### src/rtl/sad_neuron_integrator.sv
// Windowed saturating integrator with threshold spike and refractory hold-off.
// Build option NEURON_LEAK_EN adds a leak_shift input and a multiplicative leak per accepted sample.
module sad_neuron_integrator #(
  parameter int SUM_W   = 8,
  parameter int ACC_W   = 12,
  parameter int WINDOW  = 8,
  parameter int REFRACT = 4
) (
  input  logic             clk,
  input  logic             rst_n,
`ifdef NEURON_LEAK_EN
  input  logic [1:0]       leak_shift,
`endif
  input  logic             sum_valid,
  input  logic [SUM_W-1:0] sum_in,
  output logic             sum_ready,
  input  logic [ACC_W-1:0] threshold,
  output logic             spike,
  output logic             window_done,
  output logic [ACC_W-1:0] acc_out,
  output logic             sat,
  output logic [1:0]       state_dbg
);

  typedef enum logic [1:0] {
    S_IDLE    = 2'd0,
    S_ACCUM   = 2'd1,
    S_DECIDE  = 2'd2,
    S_REFRACT = 2'd3
  } state_t;

  localparam logic [ACC_W-1:0] ACC_MAX     = '1;
  localparam logic [7:0]       WIN_LAST    = 8'(WINDOW - 1);
  localparam logic [7:0]       REF_LAST    = 8'(REFRACT - 1);
  localparam bit               HAS_REFRACT = (REFRACT > 0);

  state_t           state_q, state_d;
  logic [ACC_W-1:0] acc_q, acc_d;
  logic [7:0]       cnt_q, cnt_d;
  logic [7:0]       ref_q, ref_d;
  logic             sat_q, sat_d;
  logic             spike_q, spike_d;
  logic             done_q, done_d;

  logic             xfer;
  logic [ACC_W-1:0] acc_base;
  logic [ACC_W:0]   acc_sum;
  logic             clip;
  logic [ACC_W-1:0] acc_next;

  // Handshake: a sample moves when sum_valid and sum_ready are both high at a
  // rising edge. sum_ready decodes only the state register, so upstream must
  // hold sum_in/sum_valid stable until it sees the transfer.
  assign sum_ready = (state_q == S_ACCUM);
  assign xfer      = sum_valid & sum_ready;

`ifdef NEURON_LEAK_EN
  assign acc_base = acc_q - (acc_q >> ({1'b0, leak_shift} + 3'd1));
`else
  assign acc_base = acc_q;
`endif

  assign acc_sum  = {1'b0, acc_base} + {{(ACC_W + 1 - SUM_W){1'b0}}, sum_in};
  assign clip     = acc_sum[ACC_W];
  assign acc_next = clip ? ACC_MAX : acc_sum[ACC_W-1:0];

  always_comb begin
    state_d = state_q;
    acc_d   = acc_q;
    cnt_d   = cnt_q;
    ref_d   = ref_q;
    sat_d   = sat_q;
    spike_d = 1'b0;
    done_d  = 1'b0;
    case (state_q)
      S_IDLE: begin
        state_d = S_ACCUM;
        acc_d   = '0;
        cnt_d   = '0;
        sat_d   = 1'b0;
      end
      S_ACCUM: begin
        if (xfer) begin
          acc_d = acc_next;
          cnt_d = cnt_q + 8'd1;
          if (clip) sat_d = 1'b1;
          // Decide on the closing sample so spike/window_done are registered in DECIDE.
          if (cnt_q == WIN_LAST) begin
            state_d = S_DECIDE;
            done_d  = 1'b1;
            spike_d = (acc_next >= threshold);
          end
        end
      end
      S_DECIDE: begin
        acc_d = '0;
        cnt_d = '0;
        sat_d = 1'b0;
        ref_d = '0;
        if (spike_q && HAS_REFRACT) state_d = S_REFRACT;
        else                        state_d = S_ACCUM;
      end
      S_REFRACT: begin
        if (ref_q == REF_LAST) state_d = S_ACCUM;
        else                   ref_d   = ref_q + 8'd1;
      end
      default: state_d = S_IDLE;
    endcase
  end

  always_ff @(posedge clk) begin
    if (!rst_n) begin
      state_q <= S_IDLE;
      acc_q   <= '0;
      cnt_q   <= '0;
      ref_q   <= '0;
      sat_q   <= 1'b0;
      spike_q <= 1'b0;
      done_q  <= 1'b0;
    end else begin
      state_q <= state_d;
      acc_q   <= acc_d;
      cnt_q   <= cnt_d;
      ref_q   <= ref_d;
      sat_q   <= sat_d;
      spike_q <= spike_d;
      done_q  <= done_d;
    end
  end

  assign spike       = spike_q;
  assign window_done = done_q;
  assign acc_out     = acc_q;
  assign sat         = sat_q;
  assign state_dbg   = state_q;

endmodule

### config.mk
export PLATFORM = sky130hd
export DESIGN_NAME = sad_neuron_integrator
export DESIGN_NICKNAME = d
export VERILOG_FILES = /design/src/rtl/sad_neuron_integrator.sv
export SDC_FILE = /design/constraint.sdc
export NUM_CORES = 1
export LEC_CHECK = 0
export BUFFER_PORTS_ARGS = -buffer_cell sky130_fd_sc_hd__buf_2
export CAP_MARGIN = 20
export CORE_ASPECT_RATIO = 0.9
export CORE_MARGIN = 5
export CORE_UTILIZATION = 40
export CTS_BUF_LIST = sky130_fd_sc_hd__clkbuf_2 sky130_fd_sc_hd__clkbuf_4 sky130_fd_sc_hd__clkbuf_8
export DETAILED_ROUTE_END_ITERATION = 10
export PLACE_DENSITY_LB_ADDON = 0.1
export RECOVER_POWER = 50
export SETUP_SLACK_MARGIN = 0.3
export SYNTH_ARGS = -nofsm -noshare
export SYNTH_HDL_FRONTEND = slang
export SYNTH_SLANG_ARGS = --single-unit
### constraint.sdc
create_clock -name clk -period 5.1 [get_ports clk]
set_clock_uncertainty 0.2 [all_clocks]
set_input_delay 0.255 -clock clk [delete_from_list [all_inputs] [get_ports clk]]
set_output_delay 0.255 -clock clk [all_outputs]
set_load 0.02 [all_outputs]
# Word level (Yosys, flattened, before mapping)
# Index checks and enable logic that the tools add are counted.
# totals
register_bits	33
word_cells	48
output_inout_bits	18
inputBits	23
# op_classes
magnitude_cmp	1
add_sub_neg	3
bitwise_logic	1
reduce_logical	10
eq_ne	10
n_mux	16
# op_table
cell	count
$pmux 8 s2	2
$mux 12	2
$pmux 12 s2	1
$add 8x1->8 const B	2
$mux 8	2
$add 12x8->13	1
$ge 12x12->1	1
$reduce_and 3->1	3
$eq 8x2->1 const B	1
$eq 8x3->1 const B	1
$mux 2	4
$pmux 2 s4	1
$ne 2x1->1 const B	3
$eq 2x2->1 const B	2
$ne 2x2->1 const B	2
$reduce_and 2->1	2
$reduce_and 4->1	1
$reduce_bool 2->1	2
$mux 1	3
$eq 2x1->1 const B	1
$logic_not 2->1	1
$pmux 1 s2	1
$reduce_or 2->1	1
$and 1x1->1	1

# Depth between registers and ports, before layout
# Gate-level depths: netlist (run 1).
# depth
ltp_word	4
mapped_depth	12
ltp_nobuf	12

# Worst setup path before layout (run 1)
# OpenSTA, ideal clock, no wires.
# synth_path
path_kind	reg2reg
startpoint	register acc_q[0] (netlist: acc_out[0])
endpoint	register spike_q (netlist: spike)
n_path_buf	1
path_slack_ns	1.681
required_ns	4.785
setup_ns	0.115
t_arrival_ns	3.104
path_stages_with_launch	12
synth_period_minus_slack_ns	3.419
path_cell_list	dfxtp_1 ha_1 fa_1 a21o_1 a221oi_1 a21o_1 buf_2 o211ai_1 ha_1 nand4_1 or3_1 a2111oi_0
# synth_between
elab_chain_cells	3
# synth_rtl
item	line_no	source
start, declared	38	logic [ACC_W-1:0] acc_q, acc_d;
start signal, assigned	114	acc_q <= '0;
start signal, assigned	122	acc_q <= acc_d;
$add 12x8->13	63	assign acc_sum = {1'b0, acc_base} + {{(ACC_W + 1 - SUM_W){1'b0}}, sum_in};
$mux 12	65	assign acc_next = clip ? ACC_MAX : acc_sum[ACC_W-1:0];
$ge 12x12->1	91	spike_d = (acc_next >= threshold);
end signal, assigned	126	spike_q <= spike_d;
end, declared	42	logic spike_q, spike_d;
# No other way between the ends.
# A chain may end at the register's enable or synchronous reset.

# Worst setup path after layout (run 1)
# Ends and elaborated chain as after synthesis.

==> results of run 1 <==
## sequential cells by signal (all words and copies together), names as in the netlist
signal,count
spike,1
state_dbg,2
sat,1
ref_q,8
acc_out,12
window_done,1
cnt_q,8
## worst max path at each step
stage,start,end,slack [ns]
floorplan,acc_out[0],spike,1.68
global placement,sum_in[0],spike,1.45
detailed placement,sum_in[0],spike,1.24
CTS,acc_out[0],spike,1.31
global route,acc_out[0],spike,1.0
finish,acc_out[0],spike,1.32
## worst max-delay path: cells and delay by family (launching register included)
family,cells,cell delay (ns)
AO/OA/AOI/OAI,5,1.69
adder cells (fa/ha/maj),3,0.98
AND/OR/NAND/NOR,2,0.47
flip-flops,1,0.33
## layer usage
| layer | GRT usage (%) | routed length [um] |
|---|---|---|
| met1 | 23.7 | 2590 |
| met2 | 24.3 | 2270 |
| met3 | 3.45 | 377 |
| met4 | 5.14 | 59 |
| met5 | 0 | 0 |
## Yosys cell counts, types with 3 or more instances
library cell / n / area [um2]
nand4_1: 5 / 31.3
nand3_1: 9 / 45.0
inv_1: 23 / 86.3
nor2_1: 23 / 86.3
nor3_1: 4 / 20.0
or2_2: 3 / 18.8
or3_1: 3 / 18.8
a22o_1: 7 / 61.3
o22ai_1: 4 / 25.0
nand2_1: 26 / 97.6
xor2_1: 9 / 78.8
xnor2_1: 9 / 78.8
a21oi_1: 16 / 80.1
dfxtp_1: 33 / 661
o21ai_0: 7 / 35.0
o21a_1: 5 / 37.5
a21o_1: 9 / 67.6
clkbuf_1: 4 / 15.0
nand2b_1: 4 / 25.0
a211oi_1: 3 / 22.5
ha_1: 27 / 338
## cell type report
class,count,area (um2)
clock buffer,5,68.8
clock inverter,3,17.5
fill,555,2810
inverter,24,90.1
multi-input combinational,204,1440
sequential,33,661
tap,67,83.8
timing repair buffer,41,181
## cells in the final DEF, fill, tap and decap left out, types with 4 or more instances in the layout
cell	instances
a21oi_1	16
ha_1	27
nand2_1	26
nand2b_1	4
o21a_1	5
xnor2_1	9
buf_2	22
o21ai_0	7
dfxtp_1	33
o22ai_1	4
xor2_1	9
nor3_1	4
a22o_1	7
a21o_1	9
nand3_1	9
nor2_1	23
nand4_1	5
clkbuf_8	5
inv_1	23
clkbuf_1	19
## power by group through the flow
stage               Combinational [mW]  Clock, mW  Sequential, mW
CTS                              0.157      0.204           0.272
global placement                 0.156          0           0.278
global route                     0.174      0.220           0.275
floorplan                        0.103          0           0.282
detailed placement               0.156          0           0.278
finish                           0.151      0.194           0.273
## cell families after synthesis
group | share of synthesized area (%)
xor+xnor | 7.07
mux | 0.449
fa+ha+maj | 16.0
compound gates | 22.7
simple gates | 19.2
buf+inv | 4.93
flops | 29.6
## metrics by stage
step / std cells / hold slack [ns] / setup WS [ns] / total power [mW]
2_1_floorplan: 266 / 0.265 / 1.68 / 0.385
3_3_place_gp: 369 / 0.274 / 1.45 / 0.434
3_5_place_dp: 369 / 0.281 / 1.24 / 0.435
4_1_cts: 377 / 0.0993 / 1.31 / 0.634
5_1_grt: 377 / 0.109 / 0.998 / 0.669
6_report: 377 / 0.105 / 1.32 / 0.618
==> impl_results.md, run 1 <==
* Status: complete, no violations
* Clk pwr share at 31.4%
* Synth cell types at 47
* Final hold violation count at 0
* Resized cells post-CTS at 0
* Power density cells at 243 mW/mm2
* Hold depth at 2
* Peak VDD IR at 133 uV
* Leakage power figure at 1.13 nW
* Crit path capture type: register
* Clock Sinks at 33
* GP Congestion at 0.790
* Sequential element share of the synthesized area at 29.6%
* Setup TNS at 0 ns
* Fin area at 0.00254 mm2
* Clk Latency, worst-skew pair at 0.28 ns
* Startpoint types: register
* Synthesized cell area at 0.00223 mm2
* Switch Pwr at 0.204 mW
* Max clock buf depth at 2
* Worst path max stage delay at 0.53 ns
* Tmin final at 3.78 ns
* Layout cells sized above 1 at 12.6%
* DR pass1 iterations at 4
* Final period util at 74.2%
* Die height at 80.9 um
* Chip Width at 88.7 um
* CTS Hold Bufs at 0
* Clock root buffer: clkbuf_8
* P_int at 0.414 mW
* Max_slew headroom at 40.0%
* Layout Utilization at 47.6%
* Reg2reg start: acc_out[0]
* Antenna cells at 0
* Worst hold path class: in2reg
* Core area at 0.00535 mm2
* Area Growth Syn to Fin at 14.0%
* Routed wire length at 5290 um
* FP Rows at 25
* Hold_sp: rst_n
* Mapped Nets at 317
* Sw Ratio at 33.0%
* Worst-path clk slew at 0.07 ns
* Vias at 2,030
* DRC at 0
* RSZ-0062 raised after global routing: no
* Cells on worst reg2reg path at 10
* Largest net degree at the start of global routing at 12
* Critical Path, Cell by Cell: ha_1 -> fa_1 -> a21o_1 -> a221oi_1 -> a21o_1 -> o211ai_1 -> ha_1 -> nand4_1 -> or3_1 -> a2111oi_0
* Initial antenna violation count at 0
* Ys async rst share at 0%
* Worst R2R End: spike
* Setup CP Type: reg2reg
* First-pass GRT wire length at 9250 um
* GR Util All Layers at 16.4%
* WP data required at 5.07 ns
* Placed cell areas at 0.00250 mm2
* DP HPWL at 4200 um
* IO buf count at 40
* Total gr overflow at 0
* Initial core utilization at 41.7%
* Critical-path top delay cell: a221oi_1
* # Max-Cap Violations at 0
* Worst Tran Pin Value at 0.888 ns
* Vias per cell at 5.38
* Final setup viols at 0
* Hold Path End: ref_q[0]
* Post-CTS setup buffer count at 0
* Worst Path Max Fanout at 9
* Share of power burned in registers at 44.1%
* IO Count at 41
* Syn Area/Cell at 8.39 um2
* DR WL/cell at 14.0 um
* Die Footprint at 0.00717 mm2
* Flop2flop setup slack at 1.32 ns
* Synth warnings at 0
* Combinational fraction of design power at 24.5%
* CTS tree: done
* Final net count at 360
* Detail Route Antenna Nets at 0
* Fmax at 264 MHz
* Max-slew violations at 0
* Drt initial violations at 104
* Synth Register Bits at 33
* EDFF count, synth at 0
* Worst path arrival time at 3.75 ns
* H-tree levels at 2
* Synth Flop Type: dfxtp_1
* Syn Inst Count at 266
* CTS Buf Count at 5
* Vias in the first global route at 1,922
Power figures use the tool's default switching activity.
==> run 2, diff against run 1 <==
- clock period: 5.1 -> 3.2 ns (I/O delays scaled with it)
==> run 2 against run 1 <==
- routed wire length increased by 4.1%
- clock power increased by 63%
- highest routed layer unchanged
- fmax increased by 20%
- combinational power increased by 83%
- sequential power increased by 59%
- non-clock buffer count increased by 19
- critical path type unchanged
- count of clock-buffer cells in the layout increased by 1
- worst hold slack got worse by 0.093 ns
- flip-flop and latch count unchanged
==> impl_results.md, run 2 (synthesis gave the netlist of run 1 again) <==
* Tmin final at 3.15 ns (was 3.78 ns)
* CTS Hold Bufs at 0 (unchanged)
* Peak VDD IR at 164 uV (was 133 uV)
* Clock root buffer: clkbuf_8 (unchanged)
* Die Footprint at 0.00717 mm2 (unchanged)
* Vias in the first global route at 1,924 (was 1,922)
* CTS tree: done (unchanged)
* Final period util at 98.4% (was 74.2%)
* Clk Latency, worst-skew pair at 0.29 ns (was 0.28 ns)
* Max-slew violations at 0 (unchanged)
* Vias per cell at 5.29 (was 5.38)
* Largest net degree at the start of global routing at 11 (was 12)
* Die height at 80.9 um (unchanged)
* Worst hold path class: in2reg (unchanged)
* First-pass GRT wire length at 9070 um (was 9250 um)
* Drt initial violations at 85 (was 104)
* Max clock buf depth at 2 (unchanged)
* WP data required at 3.18 ns (was 5.07 ns)
* Vias at 2,093 (was 2,030)
* Final hold violation count at 0 (unchanged)
* Layout cells sized above 1 at 21.9% (was 12.6%)
* IO Count at 41 (unchanged)
* Worst path arrival time at 3.13 ns (was 3.75 ns)
* Startpoint types: register (unchanged)
* DP HPWL at 4170 um (was 4200 um)
* Fin area at 0.00280 mm2 (was 0.00254 mm2)
* # Max-Cap Violations at 0 (unchanged)
* DRC at 0 (unchanged)
* Initial antenna violation count at 0 (unchanged)
* H-tree levels at 2 (unchanged)
* Post-Place Worst Slack at -0.0661 ns (was 1.24 ns)
* Fill cells at 524 (was 555)
* Area Growth Syn to Fin at 25.4% (was 14.0%)
* Initial core utilization at 41.7% (unchanged)
* GR Util All Layers at 16.1% (was 16.4%)
* GP Congestion at 0.864 (was 0.790)
* Worst Path Max Fanout at 5 (was 9)
* Crit path capture type: register (unchanged)
* FF+latch area at 664 um2 (was 661 um2)
* CTS Buf Count at 5 (unchanged)
* Detail Route Antenna Nets at 0 (unchanged)
* Power density cells at 367 mW/mm2 (was 243 mW/mm2)
* Worst-path clk slew at 0.07 ns (about the same)
* Most frequent cells in the layout: dfxtp_1, nand2_1, ha_1 (was dfxtp_1, ha_1, nand2_1)
* RSZ-0062 raised after global routing: yes (was no)
* DR pass1 iterations at 5 (was 4)
* IO buf count at 40 (unchanged)
* Status: complete, no violations (unchanged)
* Max_slew headroom at 59.2% (was 40.0%)
* Clock Sinks at 33 (unchanged)
* Chip Width at 88.7 um (unchanged)
* Routed wire length at 5510 um (was 5290 um)
* Largest register FFs at 12 (unchanged)
* Total gr overflow at 0 (unchanged)
* Worst Tran Pin Value at 0.609 ns (was 0.888 ns)
* Setup CP Type: reg2reg (unchanged)
* Final setup viols at 0 (unchanged)
* Placed cell areas at 0.00259 mm2 (was 0.00250 mm2)
* Setup TNS at 0 ns (unchanged)
* Leakage power figure at 1.24 nW (was 1.13 nW)
* Final net count at 379 (was 360)
* Fmax at 317 MHz (was 264 MHz)
* Worst Slack Setup Final at 0.0504 ns (was 1.32 ns)
* FP Rows at 25 (unchanged)
* DR WL/cell at 13.9 um (was 14.0 um)
* Commonest non-fill, non-tap cell in the layout: dfxtp_1 (unchanged)
* Antenna cells at 0 (unchanged)
* Core area at 0.00535 mm2 (unchanged)
* Multi-input logic area at 0.00152 mm2 (was 0.00144 mm2)
## run 2: cell type report
type                    instances  area share (%)
multi-input cells             204            54.4
flip-flops and latches         33            23.7
repair buffers                 60            12.6
inverters                      24            3.22
well taps                      67            3.00
clock buffers                   6            2.73
clock inverters                 2           0.358
## run 2: worst max-delay path, cell delays in order, from the launching register on
cell,delay [ns]
dfxtp_4,0.36
ha_4,0.17
fa_2,0.35
a21o_1,0.19
a221oi_2,0.30
a21o_1,0.19
buf_6,0.12
o211ai_1,0.10
ha_1,0.32
nand4_1,0.09
or3_4,0.37
a2111oi_2,0.29
## run 2: where the power goes
part,leakage [nW],switching [mW],internal (mW),total (mW)
Sequential,0.267,0.0132,0.421,0.434
Clock,0.0484,0.158,0.159,0.317
Combinational,0.927,0.163,0.112,0.276
Total,1.24,0.335,0.692,1.03
## run 2: timing repair
item / 4_1_cts / 5_1_grt
pin swaps: 9 / 7
hold endpoints to repair: 0 / 0
setup buffers: 9 / 2
gates resized for setup: 4 / 13
setup endpoints to repair: 1 / 2
## run 2: path summary, 6_finish.rpt
| kind | depth (start not counted) | from | slack [ns] | endpoint |
|---|---|---|---|---|
| worst max-delay path | 11 | acc_out[0] | 0.05 | spike |
| worst min register to register | 2 | acc_out[0] | 0.29 | acc_out[0] |
| worst max register to register | 11 | acc_out[0] | 0.05 | spike |
| worst min-delay path | 2 | rst_n | 0.01 | ref_q[0] |
## run 2: through the flow
step	total power, mW	std cells	utilization (%)	hold slack [ns]
after CTS	1.03	394	51.6	0.000962
after floorplan	0.614	266	-	0.255
after detailed placement	0.699	377	48.4	0.274
after global routing	1.10	396	52.3	0.0196
after global placement	0.697	377	48.4	0.276
final	1.03	396	52.3	0.0119
## run 2: layer usage
metal / vias to the layer above / GRT usage [%] / wire length [um]
li1: 1079 / - / -
met3: 2 / 3.35 / 242
met4: 0 / 4.23 / 24
met5: - / 0 / 0
met2: 39 / 23.4 / 2400
met1: 973 / 23.9 / 2840
